**src/rtl/ondra_tone_gen.sv**
```systemverilog
// Multi-channel square-wave tone generator with a registered volume mix.
// Optional macro ONDRA_TONE_PRESET_EN adds the snd input, which drives channel 0 from fixed preset dividers.
module ondra_tone_gen #(
  parameter  int CHANNELS  = 4,
  parameter  int VOL_WIDTH = 4,
  localparam int CW        = (CHANNELS > 1) ? $clog2(CHANNELS) : 1,
  localparam int AW        = CW + 2,
  localparam int OW        = VOL_WIDTH + $clog2(CHANNELS + 1)
) (
  input  logic                clk_sys,
  input  logic                reset,
  input  logic                ce,
  input  logic                wr,
  input  logic [AW-1:0]       addr,
  input  logic [7:0]          din,
`ifdef ONDRA_TONE_PRESET_EN
  input  logic [2:0]          snd,
`endif
  output logic [CHANNELS-1:0] tone,
  output logic [OW-1:0]       AUDIO
);

  logic [7:0]           stage_q [CHANNELS];
  logic [7:0]           stage_d [CHANNELS];
  logic [15:0]          div_q   [CHANNELS];
  logic [15:0]          div_d   [CHANNELS];
  logic [15:0]          cnt_q   [CHANNELS];
  logic [15:0]          cnt_d   [CHANNELS];
  logic [VOL_WIDTH-1:0] vol_q   [CHANNELS];
  logic [VOL_WIDTH-1:0] vol_d   [CHANNELS];
  logic [CHANNELS-1:0]  en_q, en_d, tone_d;
  logic [OW-1:0]        audio_d;

  logic [15:0]          eff_div [CHANNELS];
  logic [VOL_WIDTH-1:0] eff_vol [CHANNELS];
  logic [CHANNELS-1:0]  eff_en, locked, reload;
  logic [CHANNELS-1:0]  wr_lo, wr_hi, wr_ctl;

  logic [CW-1:0] ch_sel;
  logic [1:0]    reg_sel;
  assign ch_sel  = addr[AW-1:2];
  assign reg_sel = addr[1:0];

  function automatic logic [15:0] minus_one(input logic [15:0] d);
    return (d == 16'd0) ? 16'd0 : d - 16'd1;
  endfunction

`ifdef ONDRA_TONE_PRESET_EN
  logic [2:0] snd_q;

  function automatic logic [15:0] preset_div(input logic [2:0] s);
    case (s)
      3'd1:    return 16'd10417;
      3'd2:    return 16'd6601;
      3'd3:    return 16'd4837;
      3'd4:    return 16'd2928;
      3'd5:    return 16'd2653;
      3'd6:    return 16'd2477;
      3'd7:    return 16'd2282;
      default: return 16'd0;
    endcase
  endfunction
`endif

  // Effective channel settings: registers, unless a preset owns channel 0.
  always_comb begin
    for (int i = 0; i < CHANNELS; i++) begin
      eff_en[i]  = en_q[i];
      eff_div[i] = div_q[i];
      eff_vol[i] = vol_q[i];
      locked[i]  = 1'b0;
      reload[i]  = 1'b0;
    end
`ifdef ONDRA_TONE_PRESET_EN
    if (snd != 3'd0) begin
      locked[0]  = 1'b1;
      eff_en[0]  = 1'b1;
      eff_div[0] = preset_div(snd);
      eff_vol[0] = '1;
    end
    reload[0] = (snd != snd_q);
`endif
  end

  // Out-of-range channel indices never match, so those writes fall away.
  always_comb begin
    for (int i = 0; i < CHANNELS; i++) begin
      wr_lo[i]  = wr && (int'(ch_sel) == i) && (reg_sel == 2'd0);
      wr_hi[i]  = wr && (int'(ch_sel) == i) && (reg_sel == 2'd1);
      wr_ctl[i] = wr && (int'(ch_sel) == i) && (reg_sel == 2'd2);
    end
  end

  // NOTE: every always_comb output gets a default before any branch; this keeps
  // the block purely combinational and prevents latch inference.
  always_comb begin
    tone_d  = tone;
    audio_d = '0;
    for (int i = 0; i < CHANNELS; i++) begin
      stage_d[i] = stage_q[i];
      div_d[i]   = div_q[i];
      en_d[i]    = en_q[i];
      vol_d[i]   = vol_q[i];
      cnt_d[i]   = cnt_q[i];

      if (wr_lo[i]) stage_d[i] = din;
      if (wr_hi[i]) div_d[i]   = {din, stage_q[i]};
      if (wr_ctl[i]) begin
        en_d[i]  = din[0];
        vol_d[i] = din[VOL_WIDTH:1];
      end

      // Priority: preset change, enable edge, divider commit, idle, count.
      if (reload[i]) begin
        cnt_d[i]  = eff_en[i] ? minus_one(eff_div[i]) : 16'd0;
        tone_d[i] = 1'b0;
      end else if (wr_ctl[i] && din[0] && !en_q[i] && !locked[i]) begin
        cnt_d[i]  = minus_one(div_q[i]);
        tone_d[i] = 1'b0;
      end else if (wr_hi[i] && en_q[i] && !locked[i]) begin
        cnt_d[i] = minus_one({din, stage_q[i]});
      end else if (!eff_en[i] || (eff_div[i] == 16'd0)) begin
        cnt_d[i]  = 16'd0;
        tone_d[i] = 1'b0;
      end else if (ce) begin
        if (cnt_q[i] == 16'd0) begin
          cnt_d[i]  = minus_one(eff_div[i]);
          tone_d[i] = ~tone[i];
        end else begin
          cnt_d[i] = cnt_q[i] - 16'd1;
        end
      end

      if (tone[i]) audio_d = audio_d + OW'(eff_vol[i]);
    end
  end

  // NOTE: the per-channel register arrays are reset explicitly because
  // a reset must leave every channel silent and unprogrammed.
  always_ff @(posedge clk_sys or posedge reset) begin
    if (reset) begin
      for (int i = 0; i < CHANNELS; i++) begin
        stage_q[i] <= '0;
        div_q[i]   <= '0;
        cnt_q[i]   <= '0;
        vol_q[i]   <= '0;
      end
      en_q  <= '0;
      tone  <= '0;
      AUDIO <= '0;
    end else begin
      for (int i = 0; i < CHANNELS; i++) begin
        stage_q[i] <= stage_d[i];
        div_q[i]   <= div_d[i];
        cnt_q[i]   <= cnt_d[i];
        vol_q[i]   <= vol_d[i];
      end
      en_q  <= en_d;
      tone  <= tone_d;
      AUDIO <= audio_d;
    end
  end

`ifdef ONDRA_TONE_PRESET_EN
  always_ff @(posedge clk_sys or posedge reset) begin
    if (reset) snd_q <= 3'd0;
    else       snd_q <= snd;
  end
`endif

endmodule
```
**config.mk**
```make
export PLATFORM = sky130hd
export DESIGN_NAME = ondra_tone_gen
export DESIGN_NICKNAME = d
export VERILOG_FILES = /design/src/rtl/ondra_tone_gen.sv
export SDC_FILE = /design/constraint.sdc
export NUM_CORES = 1
export LEC_CHECK = 0
export ABC_CLOCK_PERIOD_IN_PS = 20300
export CORE_ASPECT_RATIO = 0.5
export CORE_MARGIN = 3
export CORE_UTILIZATION = 60
export CTS_CLUSTER_DIAMETER = 60
export DETAILED_ROUTE_END_ITERATION = 10
export PLACE_DENSITY_LB_ADDON = 0.05
export SLEW_MARGIN = 5
export SYNTH_ARGS = -nofsm -noshare
export SYNTH_HDL_FRONTEND = slang
export SYNTH_SLANG_ARGS = --single-unit
```
**constraint.sdc**
```tcl
create_clock -name clk_sys -period 20.3 [get_ports clk_sys]
set_clock_uncertainty 0.2 [all_clocks]
set_input_delay 5.075 -clock clk_sys [delete_from_list [all_inputs] [get_ports clk_sys]]
set_output_delay 5.075 -clock clk_sys [all_outputs]
set_load 0.005 [all_outputs]
```
* Yosys cells after proc, flatten, opt, wreduce, memory -nomap -nowiden *
Cells that the tools add are included.

operators by class
  add/sub/neg operators = 15
  $mul = 0
  divide/modulo/power cells = 0
  magnitude comparators = 0
  eq/ne operators = 9
  shifts and indexed selects = 0
  muxes and demuxes = 52
  bitwise logic cells = 4
  reduce and logical (&&, ||, !) cells = 66

operators by type and width
  kind                                                 number
  2-to-1 mux 16 bit                                    28
  logical NOT 16 bit                                   12
  subtractor 16 x 1 -> 16 bit (second input constant)  12
  logical AND 1 bit                                    28
  nonzero test 3 bit                                   8
  adder 7 x 4 -> 7 bit                                 3
  2-to-1 mux 7 bit                                     3
  2-to-1 mux 1 bit                                     20
  nonzero test 4 bit                                   4
  AND reduction 3 bit                                  4
  inequality test 2 bit (second input constant)        4
  == test 2 bit (second input constant)                3
  == test 2 x 1 -> 1 bit (second input constant)       2
  logical NOT 1 bit                                    4
  logical NOT 2 bit                                    2
  logical OR 1 bit                                     4
  2-to-1 mux 4 bit                                     1
  NOT 1 bit                                            4

storage, ports and cells
  flip-flop bits (word level) = 191
  latch bits = 0
  RAM bits = 0
  bits in read-only memories = 0
  word-level logic and storage cells = 171
  memories = 0

* Logic depth before layout (Yosys ltp) *
  word-level depth = 7
  mapped depth = 18
  mapped depth without buffers = 18

* Worst setup path after synthesis *
OpenSTA, ideal clock, no wires.

  kind = input-to-reg
  start = in din[1]
  end = reg cnt_q[37] (netlist name)
  setup time = 121 ps
  arrival = 6908 ps
  path slack = 13071 ps
  cell stages on the path = 8
  buffers on the path = 2
  path through = clkbuf_1 nor4_2 nand2_1 o211a_1 clkbuf_1 a21oi_1 o22ai_1 a22o_1

between the ends
  longest elaborated chain between the ends = 4

ends and longest elaborated chain
  what                            RTL line  RTL
  start: declaration              15        input logic [7:0] din,
  logical NOT 16 bit              45        return (d == 16'd0) ? 16'd0 : d - 16'd1;
  2-to-1 mux 16 bit               45
  2-to-1 mux 16 bit               120       end else if (wr_hi[i] && en_q[i] && !locked[i]) begin
  2-to-1 mux 16 bit               117       end else if (wr_ctl[i] && din[0] && !en_q[i] && !locked[i]) begin
  end signal: indexed assignment  155       cnt_q[i] <= cnt_d[i];
  end: declaration                27        logic [15:0] cnt_q [CHANNELS];

No other way between the ends.
A chain may end at the register's enable or synchronous reset.

* Worst setup path in the final report *
  start = in din[1]
  end = reg cnt_q[15] (netlist name)

between the ends
  longest elaborated chain between the ends = 4
  elaborated cells on any way between the ends = 5
  classes of those cells = 1 x add/sub; 3 x mux; 1 x reduce/logical

ends and longest elaborated chain
  what                                                                      RTL line
  subtractor 16 x 1 -> 16 bit / logical NOT 16 bit (equally long branches)  45
  2-to-1 mux 16 bit *                                                       45
  2-to-1 mux 16 bit *                                                       120
  2-to-1 mux 16 bit *                                                       117

Every way passes the cells marked *; elsewhere a longest branch is shown, timed or not.

==> results.yml <==
clocking:
  clk_latency_ns: 0.47
  cts_buffer_depth: 2
  cts-root-buf: "clkbuf_16"
  clk_pin_slew_ns: 0.07
  cts_tree: "done"
  clock-sinks: 191
  cts_max_level: 4
  cts_buffers: 17
  post_cts_resized: 0
  cts_setup_buffers: 0
  ctsHoldBuffers: 0
logic_synthesis:
  synth_top_flop_cell: "dfrtp_1"
  async_flop_share_pct: 100
  synth_nets: 1553
  synth_area_um2: 13300
  seq_area_frac_synth_pct: 36.0
  synth_warnings: 0
  syn_avg_cell_area_um2: 8.83
  synth-edff-count: 0
  ys_types: 80
  synthCells: 1502
  ys_ff_latch: 191
setup_path:
  arrival_ns: 8.31
  crit_required_ns: 20.44
  criticalPathCategory: "in2reg"
  worst_setup_path_end_kind: "flop"
  path_max_fanout: 20
  startpoint_type: "input port"
sta:
  finalHoldViolations: 0
  final-setup-viol-count: 0
  tns_ns: 0
  relSlewSlack_pct: 27.4
  holdWs_ns: 0.300
  slew_violations: 0
  period_share_pct: 40.3
  max_freq_mhz: 122
  period_minus_slack_ns: 8.17
  worstMarginPinSlew_ns: 1.08
  rsz0062_at_grt: "false"
route:
  vias: 12100
  wl_um: 39000
  dr.pass1.iters: 7
  ant_nets: 0
  drtIter0Drc: 1534
  vias_per_cell: 6.75
  wl_per_cell_um: 21.8
  drc_errors: 0
final_layout:
  final_cell_area_um2: 14300
  antennaDiodeCount: 0
  fillers: 1752
  finalNetCount: 1537
  drive_gt1_share_pct: 12.4
  fin_cells: 1791
  area_growth_pct: 7.73
power_and_ir_drop:
  leakage_nw: 5.76
  ir_drop_uv: 66.9
  internal_power_w: 0.000950
  seqPwrFrac_pct: 38.7
  clockPowerShare_pct: 20.5
  p_per_area_nw_per_um2: 116
  netSwitchingPower_w: 0.000706
  combPwrFrac_pct: 40.8
  netSwitchingFraction_pct: 42.7
  design_power_total_w: 0.00166
placement:
  dp_hpwl_um: 27700
  routabilityCongestion: 0.941
  place_area_um2: 13700
  placed_cells: 1759
  io_buffers: 26
floorplan:
  die_h_um: 111
  num_rows: 37
  core_area_um2: 21100
  die_w_um: 216
  dieArea_um2: 24000
  io-pin-count: 27
  start_util_pct: 62.8
global_route:
  grt_pass1_wl_um: 63400
  grt-ovfl-total: 0
  grtUsageTotal_pct: 33.1
  grt_max_degree: 123
  antenna_found_initial: 0
  grt_pass1_vias: 11300
min_path:
  hold_path_class: "reg2reg"
outcome:
  status: "complete, no violations"
run:
  drv_cap: 0
-- state kept, by name (all words and copies together), names as in the netlist --
name and flops:
stage_q 32, tone 4, eff_vol 16, div_q 64, cnt_q 64, eff_en 4
AUDIO 7
-- stage by stage --
step / setup WS [ns] / util [%]
4_1_cts: 12.23 / 67.7
3_3_place_gp: 11.92 / 65.0
6_report: 12.13 / 67.7
3_5_place_dp: 11.77 / 65.0
2_1_floorplan: 9.83 / -
5_1_grt: 11.94 / 67.7
-- cells by family after synthesis --
kind of cell / synth area share [%]
and+or+nand+nor: 22.4
DFF: 36.0
AOI/OAI and AO/OA: 17.4
muxes: 9.49
adders and majority gates: 3.62
xor gates and xnor gates: 7.66
buffers and inverters: 3.43
-- critical path, cell delays in order --
cell	delay, ns
clkdlybuf4s50_1	0.41
buf_4	0.23
nor4_2	0.63
nand2_1	0.44
o21ai_1	0.96
a21oi_1	0.12
a2111o_1	0.43
-- cell usage after synthesis, types with 20 or more instances --
master    instances  area share (%)
a21oi_1          83             3.1
a31oi_1          20            0.94
clkbuf_1         67             1.9
dfrtp_1         191              36
ha_1             32             3.0
inv_1            39             1.1
mux2_2          102             8.7
nand2_1         154             4.4
nand3_1          43             1.6
nor2_1          128             3.6
nor3_1           56             2.1
nor4_1           37             1.7
o21ai_0          82             3.1
o22ai_1          25             1.2
or3_1            21            0.99
or4_1            28             1.6
xnor2_1          70             4.6
xor2_1           46             3.0
-- cell type report --
type                       instances  area, um^2  area share (%)
timing repair buffer              42         375            2.63
clock buffer                      18         439            3.07
tap                              292         365            2.56
multi-input combinational       1194        8040            56.3
inverter                          40         158            1.10
sequential                       191        4780            33.5
clock inverter                    14         131           0.920
-- power groups by stage --
stage	combinational (W)	clock, W	sequential [W]
floorplan	0.000535	0	0.000581
global placement	0.000643	0	0.000633
detailed placement	0.000655	0	0.000640
CTS	0.000662	0.000341	0.000634
global route	0.000747	0.000359	0.000657
finish	0.000675	0.000340	0.000641
-- cell usage in the layout (no fill, tap or decap), drive strengths merged, types with 8 or more instances in the layout --
cell,count
dfrtp,191
nand2,154
nor2,128
mux2,102
o21ai,85
a21oi,84
xnor2,70
nor3,57
xor2,46
inv,44
nand3,43
nor4,43
ha,32
or4,29
o22ai,25
clkdlybuf4s50,25
or3,21
a31oi,20
clkbuf,18
o211ai,17
buf,17
o22a,14
nand4,14
and2,13
or2,12
nor3b,11
mux2i,11
nor4b,10
nor2b,9
o21a,9
o32a,9
o221ai,9
a211oi,9
a21o,8
-- worst paths after layout --
kind	from	end	slack, ns	depth (start not counted)
max in group asynchronous	reset	div_q[3]	13.46	3
setup reg to reg	tone[0]	AUDIO[4]	16.25	17
min in group asynchronous	reset	cnt_q[45]	4.98	2
hold reg to reg	eff_vol[14]	eff_vol[14]	0.30	1
hold / removal	eff_vol[14]	eff_vol[14]	0.30	1
setup / recovery	din[1]	cnt_q[15]	12.13	7
-- per-layer routing --
layer  GRT usage (%)  wire (um)  up-vias
met3            7.91       4300       42
met5               0          0        -
met1            50.7      17900     5892
met2            47.0      16300      635
li1                -          -     5514
met4            7.65        434        0
Power figures use the tool's default switching activity.
